--- config.mk ---
export PLATFORM = sky130hd
export DESIGN_NAME = alu_seq_exec
export DESIGN_NICKNAME = d
export VERILOG_FILES = /design/src/rtl/alu_seq_exec.sv
export SDC_FILE = /design/constraint.sdc
export NUM_CORES = 1
export LEC_CHECK = 0
export ABC_AREA = 1
export CAP_MARGIN = 10
export CORE_ASPECT_RATIO = 1.5
export CORE_MARGIN = 2
export CORE_UTILIZATION = 50
export CTS_CLUSTER_SIZE = 12
export DETAILED_ROUTE_END_ITERATION = 12
export PLACE_DENSITY = 0.72
export SLEW_MARGIN = 10
export SYNTH_ARGS = -nofsm -noshare
export SYNTH_HDL_FRONTEND = slang
export SYNTH_SLANG_ARGS = --single-unit
--- constraint.sdc ---
create_clock -name clk -period 4.4 [get_ports clk]
set_input_delay 0.44 -clock clk [delete_from_list [all_inputs] [get_ports clk]]
set_output_delay 0.44 -clock clk [all_outputs]
set_load 0.03 [all_outputs]
--- src/rtl/alu_seq_exec.sv ---
// Sequential ALU: add/sub/logic in one cycle, shifts and rotates one bit per cycle.
// Valid/ready on both sides; results are held until the consumer takes them.
module alu_seq_exec #(
    parameter int WIDTH = 8,
    parameter int CNT_W = 4
) (
    input  logic             clk,
    input  logic             rst_n,
    input  logic             in_valid,
    output logic             in_ready,
    input  logic [3:0]       in_op,
    input  logic [WIDTH-1:0] in_a,
    input  logic [WIDTH-1:0] in_b,
    input  logic [3:0]       in_flags,
    output logic             out_valid,
    input  logic             out_ready,
    output logic [WIDTH-1:0] out_result,
    output logic [3:0]       out_flags,
    output logic             out_wr_en,
    output logic [1:0]       dbg_state
);

    // Handshake: a transfer happens on a rising edge where valid and ready are both 1;
    // valid never drops and payload never changes until that transfer occurs.

    localparam logic [3:0] OP_ADD = 4'd0, OP_ADC = 4'd1, OP_SUB = 4'd2, OP_SBC = 4'd3;
    localparam logic [3:0] OP_CMP = 4'd4, OP_AND = 4'd5, OP_ORR = 4'd6, OP_XOR = 4'd7;
    localparam logic [3:0] OP_LSL = 4'd8, OP_LSR = 4'd9, OP_ASR = 4'd10, OP_ROL = 4'd11;
    localparam logic [3:0] OP_ROR = 4'd12, OP_ROLC = 4'd13, OP_RORC = 4'd14;
    localparam logic [WIDTH-1:0] W_VAL = WIDTH[WIDTH-1:0];

    typedef enum logic [1:0] {S_IDLE = 2'd0, S_SHIFT = 2'd1, S_DONE = 2'd2} state_t;

    state_t state, state_nxt;
    logic   accept, is_shift, go_shift;
    logic [WIDTH-1:0] amt;
    logic [CNT_W-1:0] eff, cnt;
    logic [3:0]       op_q;

    logic [WIDTH-1:0] bb, s_res;
    logic [WIDTH:0]   sum;
    logic             cin, s_c, s_v, s_wr;
    logic [3:0]       s_flags;
    logic [WIDTH-1:0] st_r;
    logic             st_c;

    assign accept   = in_valid & in_ready;
    assign is_shift = (in_op >= OP_LSL) && (in_op <= OP_RORC);
    assign eff      = amt[CNT_W-1:0];
    assign go_shift = is_shift && (eff != '0);

    // Linear shifts saturate at WIDTH; rotates wrap modulo WIDTH.
    always_comb begin
        amt = '0;
        if (in_op == OP_LSL || in_op == OP_LSR || in_op == OP_ASR)
            amt = (in_b >= W_VAL) ? W_VAL : in_b;
        else
            amt = in_b % W_VAL;
    end

    always_comb begin
        bb    = (in_op == OP_SUB || in_op == OP_SBC || in_op == OP_CMP) ? ~in_b : in_b;
        cin   = 1'b0;
        if (in_op == OP_ADC || in_op == OP_SBC) cin = in_flags[0];
        if (in_op == OP_SUB || in_op == OP_CMP) cin = 1'b1;
        sum   = {1'b0, in_a} + {1'b0, bb} + {{WIDTH{1'b0}}, cin};
        s_res = in_a;
        s_c   = in_flags[0];
        s_v   = in_flags[2];
        s_wr  = 1'b1;
        case (in_op)
            OP_ADD, OP_ADC, OP_SUB, OP_SBC, OP_CMP: begin
                s_res = sum[WIDTH-1:0];
                s_c   = sum[WIDTH];
                s_v   = (in_a[WIDTH-1] == bb[WIDTH-1]) && (sum[WIDTH-1] != in_a[WIDTH-1]);
                s_wr  = (in_op != OP_CMP);
            end
            OP_AND: s_res = in_a & in_b;
            OP_ORR: s_res = in_a | in_b;
            OP_XOR: s_res = in_a ^ in_b;
            4'd15:  s_wr  = 1'b0;
            default: ;
        endcase
        s_flags = {s_res[WIDTH-1], s_v, (s_res == '0), s_c};
        if (in_op == 4'd15) s_flags = in_flags;
    end

    // One shift step on the working value held in out_result, carry in out_flags[0].
    always_comb begin
        st_r = out_result;
        st_c = out_flags[0];
        case (op_q)
            OP_LSL:  begin st_r = {out_result[WIDTH-2:0], 1'b0};           st_c = out_result[WIDTH-1]; end
            OP_LSR:  begin st_r = {1'b0, out_result[WIDTH-1:1]};           st_c = out_result[0]; end
            OP_ASR:  begin st_r = {out_result[WIDTH-1], out_result[WIDTH-1:1]}; st_c = out_result[0]; end
            OP_ROL:  begin st_r = {out_result[WIDTH-2:0], out_result[WIDTH-1]}; st_c = out_result[WIDTH-1]; end
            OP_ROR:  begin st_r = {out_result[0], out_result[WIDTH-1:1]};  st_c = out_result[0]; end
            OP_ROLC: begin st_r = {out_result[WIDTH-2:0], out_flags[0]};   st_c = out_result[WIDTH-1]; end
            OP_RORC: begin st_r = {out_flags[0], out_result[WIDTH-1:1]};   st_c = out_result[0]; end
            default: ;
        endcase
    end

    always_ff @(posedge clk or negedge rst_n) begin
        if (!rst_n) state <= S_IDLE;
        else        state <= state_nxt;
    end

    always_comb begin
        state_nxt = state;
        case (state)
            S_IDLE:  if (accept) state_nxt = go_shift ? S_SHIFT : S_DONE;
            S_SHIFT: if (cnt == CNT_W'(1)) state_nxt = S_DONE;
            S_DONE: begin
                if (accept)         state_nxt = go_shift ? S_SHIFT : S_DONE;
                else if (out_ready) state_nxt = S_IDLE;
            end
            default: state_nxt = S_IDLE;
        endcase
    end

    always_comb begin
        in_ready  = (state == S_IDLE) || ((state == S_DONE) && out_ready);
        out_valid = (state == S_DONE);
        dbg_state = state;
    end

    always_ff @(posedge clk or negedge rst_n) begin
        if (!rst_n) begin
            out_result <= '0;
            out_flags  <= '0;
            out_wr_en  <= 1'b0;
            cnt        <= '0;
            op_q       <= '0;
        end else if (accept) begin
            op_q <= in_op;
            if (go_shift) begin
                out_result <= in_a;
                out_flags  <= {1'b0, in_flags[2], 1'b0, in_flags[0]};
                out_wr_en  <= 1'b1;
                cnt        <= eff;
            end else begin
                out_result <= s_res;
                out_flags  <= s_flags;
                out_wr_en  <= s_wr;
            end
        end else if (state == S_SHIFT) begin
            out_result <= st_r;
            out_flags  <= {st_r[WIDTH-1], out_flags[2], (st_r == '0), st_c};
            cnt        <= cnt - CNT_W'(1);
        end
    end

endmodule

# ---- Word level (Yosys, flattened, before mapping)
# Index checks and enable logic that the tools add are counted.
dict set report op_classes {
  n_addsub 3
  order_cmp 3
  n_eq_ne 28
  n_mux 28
  bitwise 5
  n_reduce_logical 24
}
# cell n
set op_table {}
lappend op_table {{case mux 8 bit (7 select lines)} 1}
lappend op_table {{equality test 4 bit (second input constant)} 11}
lappend op_table {{2-to-1 mux 4 bit} 9}
lappend op_table {{2-to-1 mux 8 bit} 4}
lappend op_table {{case mux 8 bit (4 select lines)} 1}
lappend op_table {{equality test 4 x 3 -> 1 bit (second input constant)} 4}
lappend op_table {{zero test 8 bit} 2}
lappend op_table {{2-to-1 mux 2 bit} 5}
lappend op_table {{adder 8 x 8 -> 9 bit} 1}
lappend op_table {{adder 9 x 1 -> 9 bit} 1}
lappend op_table {{bitwise AND 8 bit} 1}
lappend op_table {{equality test 4 x 1 -> 1 bit (second input constant)} 2}
lappend op_table {{equality test 4 x 2 -> 1 bit (second input constant)} 2}
lappend op_table {{greater-or-equal comparator 8 x 4 -> 1 bit (second input constant)} 1}
lappend op_table {{inverter 8 bit} 1}
lappend op_table {{OR 8 bit} 1}
lappend op_table {{XOR 8 bit} 1}
lappend op_table {{logical OR 1 bit} 7}
lappend op_table {{case mux 2 bit (3 select lines)} 1}
lappend op_table {{2-to-1 mux 1 bit} 5}
lappend op_table {{OR reduction 5 bit} 1}
lappend op_table {{greater-or-equal comparator 4 bit (second input constant)} 1}
lappend op_table {{<= comparator 4 bit (second input constant)} 1}
lappend op_table {{logical AND 1 bit} 4}
lappend op_table {{other kinds (20)} 23}
dict set report word_totals {
  register_bits 23
  input_bits 28
  output_inout_bits 17
}

# ---- Logic depth before layout (Yosys ltp)
dict set report logic_depth {
  ltp_word 12
  mapped_depth 20
}

# ---- Worst setup path after synthesis
# No wires, ideal clock.
dict set report synth_timing {
  path_kind {input -> register}
  start {in in_op[2]}
  end {reg out_flags[1]}
  setup_time_ns 0.073
  arrival_ns 2.917
  t_required_ns 4.327
  setup_slack_ns 1.410
  cell_stages 18
  n_path_buf 1
  path_cell_list {inv_1 > nor2_1 > buf_4 > nand2_1 > o21ai_2 > xor2_1 > fa_1 > fa_1 > xor2_1 > nand2_2 > nand2_1 > nor2_1 > nand3_1 > nor2_1 > nand3_1 > o21bai_1 > nand2_1 > a21oi_2}
}
dict set report synth_between {
  elab_chain_len 11
  elab_cells_between_ends 35
}
# item line_no
set synth_rtl {}
lappend synth_rtl {{start: declaration} 11} ;# input logic [3:0] in_op,
lappend synth_rtl {{equality test 4 x 2 -> 1 bit (on tied branches)} n/a}
lappend synth_rtl {{logical OR 1 bit (2 in a row)} 62} ;# bb = (in_op == OP_SUB || in_op == OP_SBC || in_op == OP_CMP) ? ~in_b : in_b;
lappend synth_rtl {{2-to-1 mux 8 bit} 62}
lappend synth_rtl {{adder 8 x 8 -> 9 bit} 66} ;# sum = {1'b0, in_a} + {1'b0, bb} + {{WIDTH{1'b0}}, cin};
lappend synth_rtl {{adder 9 x 1 -> 9 bit} 66}
lappend synth_rtl {{case mux 8 bit (4 select lines)} 71} ;# case (in_op)
lappend synth_rtl {{zero test 8 bit} 84} ;# s_flags = {s_res[WIDTH-1], s_v, (s_res == '0), s_c};
lappend synth_rtl {{2-to-1 mux 4 bit} 85} ;# if (in_op == 4'd15) s_flags = in_flags;
lappend synth_rtl {{2-to-1 mux 4 bit *} 137} ;# if (go_shift) begin
lappend synth_rtl {{2-to-1 mux 4 bit *} 135} ;# end else if (accept) begin
lappend synth_rtl {{end signal: assignment} 139} ;# out_flags <= {1'b0, in_flags[2], 1'b0, in_flags[0]};
lappend synth_rtl {{end signal: assignment} 144} ;# out_flags <= s_flags;
lappend synth_rtl {{end signal: assignment} 149} ;# out_flags <= {st_r[WIDTH-1], out_flags[2], (st_r == '0), st_c};
lappend synth_rtl {{end: declaration} 18} ;# output logic [3:0] out_flags,
# Mark *: on every way between the ends. The rest lies on a longest branch, timed or not.
# A chain may end at the register's enable or synchronous reset.

# ---- Worst setup path in the final report
# Same ends and word-level chain as after synthesis.

==> results by stage <==
Timing:
- Setup repair after global routing left no endpoint under its margin.
- The number of endpoints with negative hold slack in the final report came to 0.
- The clock skew after layout is 0.00331 ns.
- The shortest period the worst path allows is 3.22 ns.
- Dividing the final minimum period by the clock period gives 73.1%.
- The final number of setup-violating endpoints is 0.
- For this run, the top clock speed supported by timing is 0.311 GHz.
- The number of pins exceeding their max-slew limit in the final report was 0.
- The aggregate negative setup slack is 0 ns.
- The transition time of the tightest slew-check pin is 1.07 ns.
- Headroom to the max-slew limit came out at 28.5%.

CTS:
- In this run the deepest clock path goes through 2 buffers.
- The CTS tree is done.
- The clock latency on the worst-skew pair is 0.27 ns.
- For this design, the CTS-stage hold fixing added 0 buffers.
- The quantity of gates resized following cts is 0.
- In this run the number of H-tree levels came out at 1.
- Clock-pin slew was measured on the worst setup and hold paths at 0.08 ns.
- The number of setup buffers added after CTS is 0.
- The TritonCTS buffer count is 3.
- Clock tree synthesis found a total of 23 sinks.
- The tree is rooted in a sky130_fd_sc_hd__clkbuf_8.

Placed design:
- After legalization and detailed placement, the total HPWL measured 5.46 mm.
- At the end of routability-driven placement, the weighted congestion stood at 0.878.
- The number of I/O port buffers is 44.

Floorplan:
- The floorplan step defined a core boundary enclosing 5040 um^2.
- The floorplan has 32 rows.
- Once the floorplan was initialized, standard cells occupied 50.9% of the core.
- The die width is 62.5 um.
- The area of the die is 5740 um^2.
- The die is 91.8 um tall.
- For this design the top-level I/O count stands at 45.

Setup path:
- STA classifies the critical path startpoint as an input pin.
- The terminus of the critical flop-to-flop path is dbg_state[1]$_DFFE_PN0P_.
- The setup path with the least slack is of type in -> reg.
- STA classifies the critical path endpoint as a flop.
- The worst endpoint data arrival time is 3.42 ns.
- The critical path data required time is 4.60 ns.
- In this run the critical register-to-register path is launched from dbg_state[1]$_DFFE_PN0P_.
- The number of cells on the worst reg-to-reg path is 7.
- The largest fanout of any net on the critical path is 5.
- The minimum setup slack among reg-to-reg paths is 2.03 ns.

Pwr:
- The leakage dissipation is 1.65 nW.
- The worst-case IR drop observed on VDD is 0.158 mV.
- The power per cell area is 507 nW/um^2.

Layout:
- The area growth from synthesis to layout is 21.1%.
- At the end of the flow, the number of nets in the layout was 509.
- Of the cells placed in the final design, the portion with a size suffix greater than 1 is 4.19%.
- Cells fill 61.7% of the core in the end.
- The number of antenna diodes in the final layout is 0.
- The total of fill cells in the finished design is 499.

Routing:
- The number of nets with antenna violations after detailed routing is 0.
- After detailed routing, the total wire length is 6.78 mm.
- The count of vias placed by the detailed router is 2740.
- The total DRC errors in the routed layout is 0.
- The first detailed-routing pass took 5 iterations.
- Dividing the detail-routed via count by the number of cells gives 5.26.
- The first-iteration detailed-routing DRC count is 215.
- Dividing the detail-routed wire length by the instance count gives 13.0 um.

GRT:
- Global routing used 24.8% of the available tracks across all layers.
- The pin count of the biggest net entering global routing is 29.
- The via count of the first global-routing pass is 2683.
- The number of antenna violations at the first check in global routing is 0.
- The global route total overflow is 0.
- The first global-routing pass estimated 11.7 mm of wire.

Logic synthesis:
- The synthesis-stage register bit count is 23.
- The most area-hungry cell type in the Yosys netlist is sky130_fd_sc_hd__dfrtp_1.
- The most common flop cell mapped by yosys is sky130_fd_sc_hd__dfrtp_1.
- Yosys mapped a number of flops with a built-in enable equal to 0.
- For this run, the number of Yosys warnings is 0.
- The netlist area before placement is 2570 um^2.
- Sorting the synthesized cells by area gives the leading types as sky130_fd_sc_hd__dfrtp_1 22%, sky130_fd_sc_hd__nand2_1 19%, sky130_fd_sc_hd__ha_1 12%, sky130_fd_sc_hd__nand3_1 7.8%, sky130_fd_sc_hd__inv_1 7.7%.
- Of the synthesized area, sequential elements account for 22.4%.
- The mean cell area of the mapped netlist is 6.28 um^2.
- The share of synthesized registers carrying an async set or reset is 100%.
- The number of nets handed over by synthesis was 464.
- After synthesis, the netlist uses 37 different library cells.
- The synthesized instance count is 409.
- Of the post-synthesis cell area, the dominant cell type holds 22.4%.

Min path:
- The critical hold path startpoint is out_flags[2]$_DFFE_PN0P_.
- The path with the worst hold slack has its endpoint at out_flags[2]$_DFFE_PN0P_.
- The type of the most critical hold path is reg -> reg.
- The cell count of the worst hold path is 2.

Outcome:
- The flow ran to the end, and the final reports show no timing, DRC or antenna violations.

Run:
- The number of violations of the max-capacitance limit is 0.
==> per-stage QoR <==
| stage | power, W | hold WS, ns | worst slack [ns] | instance area, um^2 | cells |
|---|---|---|---|---|---|
| 2_1_floorplan | 0.00112 | 0.144 | 1.41 | 2570 | 409 |
| 3_3_place_gp | 0.00143 | 0.474 | 1.03 | 3070 | 517 |
| 3_5_place_dp | 0.00144 | 0.483 | 0.936 | 3070 | 517 |
| 4_1_cts | 0.00158 | 0.504 | 1.21 | 3110 | 521 |
| 5_1_grt | 0.00173 | 0.540 | 0.897 | 3110 | 521 |
| 6_report | 0.00158 | 0.502 | 1.18 | 3110 | 521 |
==> synth_stat cells (3+ instances only) <==
cell                         n
sky130_fd_sc_hd__inv_1      53
sky130_fd_sc_hd__nand3_1    40
sky130_fd_sc_hd__a31oi_1     4
sky130_fd_sc_hd__o22ai_1     3
sky130_fd_sc_hd__nand2_2     6
sky130_fd_sc_hd__nand3b_1    3
sky130_fd_sc_hd__xor2_1      9
sky130_fd_sc_hd__dfrtp_1    23
sky130_fd_sc_hd__o211ai_1    3
sky130_fd_sc_hd__nand4_1     3
sky130_fd_sc_hd__o21ai_0    25
sky130_fd_sc_hd__nor3_1      3
sky130_fd_sc_hd__ha_1       25
sky130_fd_sc_hd__nand2_1   131
sky130_fd_sc_hd__nor2_1     39
sky130_fd_sc_hd__a21oi_1    13
==> how the worst max path moves through the flow <==
stage | startpoint | endpoint | slack, ns | cells past startpoint
detailed placement | in_op[2] | out_flags[1]$_DFFE_PN0P_ | 0.94 | 18
finish | in_op[2] | out_flags[1]$_DFFE_PN0P_ | 1.18 | 19
global route | in_op[2] | out_flags[1]$_DFFE_PN0P_ | 0.90 | 18
global placement | in_op[2] | out_flags[1]$_DFFE_PN0P_ | 1.03 | 19
CTS | in_op[2] | out_flags[1]$_DFFE_PN0P_ | 1.21 | 18
floorplan | in_op[2] | out_flags[1]$_DFFE_PN0P_ | 1.41 | 18
==> sequential cells by signal, indices dropped and copies added (netlist names) <==
name        cells
out_result      8
cnt             4
op_q            4
out_flags       4
dbg_state       2
out_wr_en       1
==> cell type report <==
type                    instances  area [um^2]  share of cell area [%]
well taps                      68         85.1                    2.73
inverters                      56          211                    6.80
clock buffers                   4         45.0                    1.45
multi-input cells             323         1730                    55.6
flip-flops and latches         23          576                    18.5
repair buffers                 47          463                    14.9
==> logic make-up (layout without fill, tap and decap cells) <==
group	after synthesis	count (layout)	synth area share, %
simple gates	228	228	37.0
fa+ha+maj	27	27	13.7
flops	23	23	22.4
xor+xnor	10	10	3.41
compound gates	58	58	13.2
buf+inv	63	107	10.2
==> per-layer routing <==
metal	vias up	global-route usage, %	share of wire, %
met4	0	13.3	3.7
met1	1242	28.1	42
met2	76	45.8	51
met5	-	0	0
li1	1403	-	-
met3	19	1.84	3.3
==> cell usage in the layout (no fill, tap or decap), drive strengths merged, types with 2 or more instances in the layout <==
master and count:
a31oi 4, clkbuf 4, buf 3, o211ai 4
fa 2, nand3b 3, xor2 9, dfrtp 23
nand4 3, a22oi 2, o21ai 26, a21o 2
nand3 40, inv 54, a21oi 14, o22ai 3
ha 25, clkinv 2, nor3 3, nand2 137
clkdlybuf4s50 44, nor2 40
==> power by group <==
part           total (W)  switching (W)  internal [W]
combinational    0.00103       0.000642      0.000389
clock           0.000134      0.0000688     0.0000648
sequential      0.000413       0.000102      0.000311
total            0.00158       0.000812      0.000765
==> critical path, cell delays in order <==
cell and delay, ns:
sky130_fd_sc_hd__clkdlybuf4s50_1 0.56, sky130_fd_sc_hd__inv_1 0.11, sky130_fd_sc_hd__nor2_1 0.13, sky130_fd_sc_hd__nand2_1 0.09
sky130_fd_sc_hd__o21ai_2 0.09, sky130_fd_sc_hd__xor2_1 0.10, sky130_fd_sc_hd__fa_1 0.45, sky130_fd_sc_hd__fa_1 0.42
sky130_fd_sc_hd__nand2_1 0.08, sky130_fd_sc_hd__nand2_1 0.08, sky130_fd_sc_hd__nand2_1 0.07, sky130_fd_sc_hd__nand2_1 0.04
sky130_fd_sc_hd__nand3_1 0.06, sky130_fd_sc_hd__nand3_1 0.12, sky130_fd_sc_hd__nor2_1 0.16, sky130_fd_sc_hd__nand3_1 0.09
sky130_fd_sc_hd__o21bai_1 0.13, sky130_fd_sc_hd__nand2_1 0.08, sky130_fd_sc_hd__a21oi_2 0.11
Note: power is estimated with default switching activity, not from simulation.
